## config.mk

```make
export PLATFORM = sky130hd
export DESIGN_NAME = latch_file
export DESIGN_NICKNAME = d
export VERILOG_FILES = /design/src/rtl/latch_file.sv
export SDC_FILE = /design/constraint.sdc
export NUM_CORES = 1
export LEC_CHECK = 0
export ABC_AREA = 1
export ABC_CLOCK_PERIOD_IN_PS = 1100
export BUFFER_PORTS_ARGS = -buffer_cell sky130_fd_sc_hd__buf_2
export CAP_MARGIN = 20
export CORE_ASPECT_RATIO = 0.5
export CORE_UTILIZATION = 30
export DETAILED_ROUTE_END_ITERATION = 10
export GPL_TIMING_DRIVEN = 0
export PLACE_DENSITY = 0.5
export SLEW_MARGIN = 25
export SYNTH_ARGS = -nofsm -noshare
export SYNTH_HDL_FRONTEND = slang
export SYNTH_SLANG_ARGS = --single-unit
```

## constraint.sdc

```tcl
create_clock -name clk -period 1.1 [get_ports clk]
set_clock_uncertainty 0.05 [all_clocks]
set_input_delay 0.055 -clock clk [delete_from_list [all_inputs] [get_ports clk]]
set_output_delay 0.055 -clock clk [all_outputs]
set_load 0.02 [all_outputs]
```

## src/rtl/latch_file.sv

```systemverilog
`default_nettype none
// ============================================================================
// Module   : latch_file
// Brief    : DEPTH-entry storage with one write port, two independent read
//            ports, per-entry valid bits, bulk clear, optional bypass and
//            optional registered read.
// Revision : 1.0
// ============================================================================
module latch_file #(
    parameter int WIDTH    = 32,
    parameter int DEPTH    = 8,
    parameter int ADDR_W   = $clog2(DEPTH),
    parameter int READ_REG = 0,
    parameter int BYPASS   = 1
) (
    input  logic              clk,
    input  logic              reset,
    input  logic              clear,
    input  logic              write_en,
    input  logic [ADDR_W-1:0] waddr,
    input  logic [WIDTH-1:0]  wdata,
    input  logic [ADDR_W-1:0] raddr0,
    input  logic [ADDR_W-1:0] raddr1,
    output logic [WIDTH-1:0]  rdata0,
    output logic [WIDTH-1:0]  rdata1,
    output logic              rvalid0,
    output logic              rvalid1
);

    localparam logic [ADDR_W:0] c_DEPTH = (ADDR_W+1)'(DEPTH);

    logic [WIDTH-1:0] r_mem     [DEPTH];
    logic             r_vld     [DEPTH];
    logic [WIDTH-1:0] w_mem_nxt [DEPTH];
    logic             w_vld_nxt [DEPTH];
    logic             w_wr_ok;
    logic [WIDTH:0]   w_rd0;
    logic [WIDTH:0]   w_rd1;

    assign w_wr_ok = write_en && ({1'b0, waddr} < c_DEPTH);

    // Post-edge contents ignoring reset; a write wins over clear for its entry.
    always_comb begin
        for (int i = 0; i < DEPTH; i++) begin
            w_mem_nxt[i] = clear ? '0 : r_mem[i];
            w_vld_nxt[i] = clear ? 1'b0 : r_vld[i];
        end
        if (w_wr_ok) begin
            w_mem_nxt[waddr] = wdata;
            w_vld_nxt[waddr] = 1'b1;
        end
    end

    always_ff @(posedge clk) begin
        for (int i = 0; i < DEPTH; i++) begin
            if (!reset) begin
                r_mem[i] <= '0;
                r_vld[i] <= 1'b0;
            end else begin
                r_mem[i] <= w_mem_nxt[i];
                r_vld[i] <= w_vld_nxt[i];
            end
        end
    end

    // Bypass view is exactly the post-edge contents, so both read modes share it.
    function automatic logic [WIDTH:0] f_read(input logic [ADDR_W-1:0] a);
        logic [WIDTH:0] v;
        v = '0;
        if ({1'b0, a} < c_DEPTH) begin
            if (BYPASS != 0) v = {w_vld_nxt[a], w_mem_nxt[a]};
            else             v = {r_vld[a], r_mem[a]};
        end
        return v;
    endfunction

    always_comb begin
        w_rd0 = f_read(raddr0);
        w_rd1 = f_read(raddr1);
    end

    if (READ_REG != 0) begin : g_reg_read
        logic [WIDTH:0] r_out0;
        logic [WIDTH:0] r_out1;

        always_ff @(posedge clk) begin
            if (!reset) begin
                r_out0 <= '0;
                r_out1 <= '0;
            end else begin
                r_out0 <= w_rd0;
                r_out1 <= w_rd1;
            end
        end

        assign rdata0  = r_out0[WIDTH-1:0];
        assign rvalid0 = r_out0[WIDTH];
        assign rdata1  = r_out1[WIDTH-1:0];
        assign rvalid1 = r_out1[WIDTH];
    end else begin : g_comb_read
        assign rdata0  = w_rd0[WIDTH-1:0];
        assign rvalid0 = w_rd0[WIDTH];
        assign rdata1  = w_rd1[WIDTH-1:0];
        assign rvalid1 = w_rd1[WIDTH];
    end

endmodule
`default_nettype wire

```

==> summary.md, run 1 <==
| Metric | Value |
|---|---|
| Distinct cells, synth | 14 |
| RSZ-0062 raised after global routing | yes |
| FF-to-FF End | r_mem[1][120]$_SDFF_PN0_ |
| Top FF cell, synth | dfxtp_1 |
| Cell taking the most area after synthesis | dfxtp_1 |
| TNS Setup | -51.76 ns |
| Total Routed Length | 93,300 µm |
| Skew-Pair Late Insertion Delay | 0.59 ns |
| Final #Nets | 3,177 |
| Worst R2R Path Depth | 12 |
| Clock transition at path regs | approximately 0.06 ns |
| Clk buf depth | 3 |
| Critical path buffers and inverters | 2 |
| DR DRC count | 0 |
| Most common cell in the synthesized netlist | nand3_1 |
| CTS Buf Count | 30 |
| Average size of a mapped cell | ~5.8 µm² |
| Critical Path RT | 1.00 ns |
| Worst setup margin | -0.842 ns |
| Tightest Hold Check Type | in2reg |
| Worst-Margin Slew | between 1 and 1.5 ns |
| Hold_ws | -0.183 ns |
| Mapped Cells | 2,982 |
| Slowest-stage cell, CP | dfxtp_1 |
| Global-route wire length before repair | approximately 130,000 µm |
| Pleak | 0.0101 µW |
| Worst setup path endpoint | rdata1[13] |
| Critical path, cell by cell | inv_1 -> nor2_2 -> nand2_2 -> nand3_2 -> nand3_2 -> nand2_4 -> nand2_1 -> nand2_2 -> buf_6 |
| Largest vdd supply drop | 1.09 mV |
| GRT Total Usage | about 31% |
| Share of the synthesized area in the top cell type | 30.5% |
| Core Box Area | between 50,000 and 60,000 µm² |
| Initial Util | 30.8% |
| Number of DRC markers in iteration 0 | 3,217 |
| Status | finished with violations |
| Largest cells by area after synthesis | dfxtp_1, nand3_1, nand2_1 |
| Final period util | 177% |
| Yosys warnings | 0 |
| Multi-input logic area | 12,500 µm² |
| Register area | 5320 µm² |
| Root buffer cell | clkbuf_16 |
| Fin. Hold Viols | 253 |
| Synth Register Bits | 264 |
| Stages on worst setup path | 9 |
| Chip height | 172 µm |
| Global route total overflow | 0 |
| CTS tree | built |
| Crit start category | register |
| CTS H-tree depth | 1 |
| Area grow syn2layout | 37.6% |
| Slew Limit Headroom | 20.0% |
| Netlist Area Pre-Place | around 17,000 µm² |
| FF-to-FF setup slack | -0.53 ns |
| Final min period | 1.94 ns |
| Placed cell count | 3,811 |
| Drt pass-1 iters | 6 |
| Clock sinks | ~260 |
| Largest net degree at the start of global routing | 15 |
| Failing checks | negative hold slack, negative setup slack |
| Fmax | a little over 500 MHz |
| Endpoint type of the worst setup path | output pin |
| Worst R2R Start | r_mem[1][120]$_SDFF_PN0_ |
| Vias in the first global route | between 15,000 and 20,000 |
| Die W | 342 µm |
| Detailed Place HPWL | 67,000 µm |
| Avg WL per Cell | 23.9 µm |
| Non-Filler Instances | 3,910 |
| Num rows | 61 |
| Top cells by count, synth | nand3_1, nand2_1, inv_1 |
| Final Max Slew Viols | 0 |
| Maximum fanout along the worst path | 3 |
| Asr flop ratio synth | 0% |
| Cell family with most CP delay | simple AND/OR/NAND/NOR gates |
| I/O Buffers | 73 |
| Gpl congestion | around 0.98 |
| Count of final setup violators | 68 |
| Share of layout cells above drive strength 1 | 32.9% |
| Full die area | 58,700 µm² |
| Vias per inst | 5.60 |
| Mapped Nets | 3,027 |
| Max stage delay on crit path | 0.31 ns |
| Antenna violation net count after detailed routing | 0 |
| Fillers | a little under 6,000 |
| Initial antenna violation count | 1 |
| Crit path DAT | between 1.5 and 2 ns |
| Sequential fraction of the synthesis area | 30.5% |
| Number of flops mapped to enable cells by yosys | 0 |
| Pwr per Cell Area | 1150 nW/µm² |
| Hold-fix buffers, CTS | 3 |
| Maxcap violations | 0 |
| Num ports | 111 |
| Crit path from | r_mem[1][77]$_SDFF_PN0_ |
| CP Class | reg2out |
| Via count | 21,900 |
power breakdown:
| group | total [µW] | switching, µW | leakage, µW | internal, µW |
|---|---|---|---|---|
| Clock | 10800 | 4700 | 0.000501 | 6070 |
| Sequential | 9740 | 35.6 | 0.00215 | 9700 |
| Combinational | 6850 | 4730 | 0.00742 | 2120 |
| Total | 27400 | 9470 | 0.0101 | 17900 |
per-layer routing:
metal / GRT usage, % / part of all wire (%) / vias up
met3: 8.36 / 13 / 179
met2: 43.8 / 40 / 1261
li1: - / - / 10100
met4: 7.02 / 2.4 / 0
met1: 44.8 / 45 / 10400
met5: 0 / 0 / -
sequential cells by signal, indices dropped and copies added (netlist names):
name and count:
r_mem 256, r_vld 8
tightest hold or removal path: stages:
cell	delay [ns]
buf_4	0.17
nand2_1	0.12
a21oi_1	0.07
stage by stage:
stage / cell area (µm²) / utilization (%) / setup slack, ns / total power (µW)
2_1_floorplan: 17900 / - / -0.0271 / 13200
3_3_place_gp: 19200 / 34.1 / -1.51 / 15300
3_5_place_dp: 19200 / 34.1 / -1.49 / 15300
4_1_cts: 22400 / 39.8 / -0.780 / 26600
5_1_grt: 23800 / 42.3 / -0.925 / 27900
6_report: 23800 / 42.3 / -0.842 / 27400
cell usage in the layout, fill, tap and decap left out, drive strengths merged:
master / count
a21boi: 4
a21oi: 259
buf: 273
bufinv: 1
clkbuf: 152
clkinv: 7
dfxtp: 264
diode: 1
dlygate4sd3: 3
inv: 269
nand2: 678
nand3: 974
nor2: 269
final cells by class:
class	instances	share of cell area (%)
Timing Repair Buffer	118	5.01
Buffer	263	7.68
Tap cell	756	3.97
Clock buffer	47	3.97
Multi-Input combinational cell	2184	52.5
Antenna cell	1	0.0105
Sequential cell	264	22.4
Inverter	271	4.30
Clock inverter	6	0.231
cell families after synthesis:
kind of cell / after synthesis / synth area share [%]
simple gates: 1921 / 48.8
compound gates: 263 / 7.66
buf+inv: 534 / 13.0
flops: 264 / 30.5
worst min-delay path by stage:
stage / startpoint / to / slack, ns / cells after the start
5_1_grt: wdata[29] / r_mem[1][125]$_SDFF_PN0_ / -0.15 / 3
3_3_place_gp: wdata[6] / r_mem[1][70]$_SDFF_PN0_ / 0.41 / 3
6_report: wdata[26] / r_mem[1][90]$_SDFF_PN0_ / -0.18 / 3
4_1_cts: wdata[10] / r_mem[1][74]$_SDFF_PN0_ / -0.21 / 3
2_1_floorplan: write_en / r_mem[1][75]$_SDFF_PN0_ / 0.30 / 4
3_5_place_dp: wdata[18] / r_mem[1][82]$_SDFF_PN0_ / 0.42 / 3
what timing repair did:
action / in CTS / in global routing
endpoints found under the hold margin: 256 / 253
gates resized for setup: 492 / 453
setup buffers: 64 / 21
gates cloned: 0 / 0
endpoints found under the setup margin: 223 / 75
pin swaps: 256 / 241
No activity file was read; power rests on OpenSTA's default activity.
==> run 2, diff against run 1 <==
ABC_CLOCK_PERIOD_IN_PS = 2490   (was 1100)
PLACE_DENSITY = 0.48   (was 0.5)
clock period = 2.49 ns   (was 1.1 ns; I/O delays follow)
==> run 2 against run 1 <==
  * The flow finishes with violations (negative setup slack)
  * Die area did not move
  * Worst hold slack improved by 0.28 ns
  * Cell area fell by 16%
  * Wire length fell by 2.4%
  * Critical path depth rose by 2
  * Largest cell class unchanged
==> summary.md, run 2 (synthesis gave the netlist of run 1 again) <==
| Metric | Value |
|---|---|
| Status | finished with violations |
| Failing checks | negative setup slack |
| Worst-Margin Slew | 0.988 ns (-0.212 ns) |
| Slowest-stage cell, CP | nor2_2 |
| Top reg by flops | r_mem |
| Antenna violation net count after detailed routing | 0 (unchanged) |
| Count of final setup violators | 11 (-84%) |
| Max FFs per register | 256 (unchanged) |
| Area grow syn2layout | 15.4% |
| Initial antenna violation count | 3 (+2) |
| Worst R2R Path Depth | 3 (-9) |
| Chip height | 172 µm (unchanged) |
| Maxcap violations | 0 (unchanged) |
| Tot Pwr | 11,200 µW (-59%) |
| Setup Buffers After CTS | 0 (-100%) |
| Num rows | 61 (unchanged) |
| Fin. Hold Viols | 0 (-100%) |
| CP Class | in2out |
| Root buffer cell | clkbuf_16 |
| Core Box Area | 56,300 µm² (unchanged) |
| DR DRC count | 0 (unchanged) |
| Worst R2R Start | r_vld[0][2]$_DFF_P_ |
| Met1 Use GR | 44.8% (+0.060 points) |
| Crit path from | waddr[2] |
| Maximum fanout along the worst path | 10 (+7) |
| Clk buf depth | 3 (unchanged) |
| Skew-Pair Late Insertion Delay | 0.60 ns (about the same) |
| Vias in the first global route | 18,700 (-4.3%) |
| FF-to-FF setup slack | 1.47 ns (+2.00 ns) |
| GRT Total Usage | 30.2% (-0.40 points) |
| FF-to-FF End | r_vld[0][2]$_DFF_P_ |
| Fillers | 6,400 (+8.4%) |
| Cell family with most CP delay | simple AND/OR/NAND/NOR gates |
| Avg WL per Cell | 23.4 µm (-2.1%) |
| Worst setup margin | -0.0551 ns (+0.787 ns) |
| Largest regs | r_mem x256, r_vld x8 |
| Global route total overflow | 0 (unchanged) |
| Via count | 21,200 (-3.3%) |
| Pleak | 0.00874 µW (-13%) |
| Commonest non-fill, non-tap cells in the layout | nand3_1, nand2_1, inv_1, nor2_1, dfxtp_1 |
| Clock sinks | 264 (unchanged) |
| Most common cell after layout, fill and taps aside | nand3_1 |
| Initial Util | 30.8% (unchanged) |
| CTS tree | built |
| CTS H-tree depth | 1 (unchanged) |
| Largest vdd supply drop | 0.488 mV (-55%) |
| Critical path's most frequent cell | nand2_1 |
| Vias per inst | 5.44 (-3.0%) |
| Crit path DAT | 2.37 ns (+0.53 ns) |
| Register area | 5290 µm² (-0.73%) |
| I/O Buffers | 73 (unchanged) |
| Critical Path RT | 2.32 ns (+1.32 ns) |
| CTS Buf Count | 30 (unchanged) |
| Final #Nets | 3,166 (-0.35%) |
| Number of DRC markers in iteration 0 | 3,068 (-4.6%) |
| GR Util met3 | 10.6% (+2.2 points) |
| Crit start category | input port |
| Clock transition at path regs | 0.07 ns (about the same) |
| Detailed Place HPWL | 68,500 µm (+2.2%) |
| Stages on worst setup path | 11 (+2) |
| Share of layout cells above drive strength 1 | 8.63% (-24 points) |
| Gpl congestion | 0.980 (+0.16%) |
| M2 GR Usage | 40.4% (-3.4 points) |
| Pwr per Cell Area | 562 nW/µm² (-51%) |
| Slew Limit Headroom | 34.1% (+14 points) |
| Final period util | 102% |
| RSZ-0062 raised after global routing | no |
| Place WS | -0.420 ns (+1.07 ns) |
| Endpoint type of the worst setup path | output pin |
| Tightest Hold Check Type | in2reg |
| Die W | 342 µm (unchanged) |
| Critical path, cell by cell | buf_2 -> nand2_1 -> nor2_2 -> buf_2 -> nand2_1 -> nand3_1 -> nand3_1 -> nand2_1 -> nand2_1 -> nand2_1 -> buf_2 |
| Final Max Slew Viols | 0 (unchanged) |
| Final min period | 2.55 ns |
| Fmax | 393 MHz |
| Worst setup path endpoint | rdata0[12] |
| Drt pass-1 iters | 6 (unchanged) |
| Max stage delay on crit path | 0.42 ns (+0.11 ns) |
| Global-route wire length before repair | 129,000 µm (-2.3%) |
| Critical path buffers and inverters | 3 (+1) |
| Largest net degree at the start of global routing | 15 (unchanged) |
| Multi-input logic area | 9790 µm² (-22%) |
| Full die area | 58,700 µm² (unchanged) |
| Total Routed Length | 91,100 µm (-2.4%) |
| Num ports | 111 (unchanged) |
| Busiest grt layer | met1 |
==> run 2: cell types whose count changed in the layout (fill, tap and decap cells not counted), moves of 31 or more <==
| cell | before | now |
|---|---|---|
| buf_6 | 110 | 0 |
| dfxtp_1 | 233 | 264 |
| buf_2 | 44 | 144 |
| nor2_1 | 221 | 265 |
| dlygate4sd3_1 | 3 | 34 |
| nand2_1 | 395 | 673 |
| dfxtp_2 | 31 | 0 |
| buf_4 | 99 | 44 |
| nand3_1 | 700 | 974 |
| nand2_4 | 60 | 1 |
| nand2_2 | 223 | 4 |
| nand3_2 | 254 | 0 |
| nor2_2 | 42 | 3 |
| clkbuf_1 | 50 | 94 |
==> run 2: where the power goes <==
group	total [µW]	switching, µW	internal (µW)
clock	4510	2070	2440
sequential	4300	14.5	4280
combinational	2420	1810	607
total	11200	3900	7330
==> run 2: how the worst min path moves through the flow <==
stage,startpoint,end,slack (ns),cells after the start
final,clear,r_vld[0][0]$_DFF_P_,0.1,4
after global routing,clear,r_vld[0][0]$_DFF_P_,0.11,4
after CTS,clear,r_vld[1][3]$_DFF_P_,0.04,4
after detailed placement,r_vld[0][1]$_DFF_P_,r_vld[0][1]$_DFF_P_,0.44,2
after global placement,r_vld[1][3]$_DFF_P_,r_vld[1][3]$_DFF_P_,0.44,2
after floorplan,write_en,r_mem[1][75]$_SDFF_PN0_,0.38,4
==> run 2: what timing repair did <==
action | 4_1_cts | 5_1_grt
gates resized for setup | 19 | 33
hold buffers | 34 | 0
setup endpoints to repair | 60 | 63
hold endpoints to repair | 256 | 0
==> run 2: routing by layer <==
layer | vias to the layer above | wire, µm
li1 | 10000 | -
met1 | 9802 | 42100
met2 | 1199 | 34500
met3 | 149 | 12400
met4 | 0 | 2060
met5 | - | 0
==> run 2: worst register-to-register path: cells and delay by family (launching register included) <==
family          cells  cell delay (ns)
compound gates      1             0.40
flops               1             0.30
simple gates        2             0.14
==> run 2: final cells by class <==
cell class              count  share of cell area (%)
diodes                      1                  0.0125
plain buffers             263                    6.47
clock buffers              45                    4.45
clock inverters             8                   0.213
inverters                 271                    5.12
multi-input cells        2184                    49.0
flip-flops and latches    264                    26.5
well taps                 756                    4.74
repair buffers            107                    3.53
==> run 2: stage by stage <==
| step | setup TNS [ns] | area [µm²] | hold WS, ns | cells | utilization (%) |
|---|---|---|---|---|---|
| 4_1_cts | 0 | 19900 | 0.0377 | 3898 | 35.4 |
| 6_report | -0.320 | 20000 | 0.0988 | 3899 | 35.5 |
| 3_3_place_gp | -9.28 | 18600 | 0.437 | 3811 | 33.1 |
| 5_1_grt | 0 | 20000 | 0.106 | 3898 | 35.5 |
| 3_5_place_dp | -8.94 | 18600 | 0.443 | 3811 | 33.1 |
| 2_1_floorplan | 0 | 17300 | 0.379 | 2982 | - |
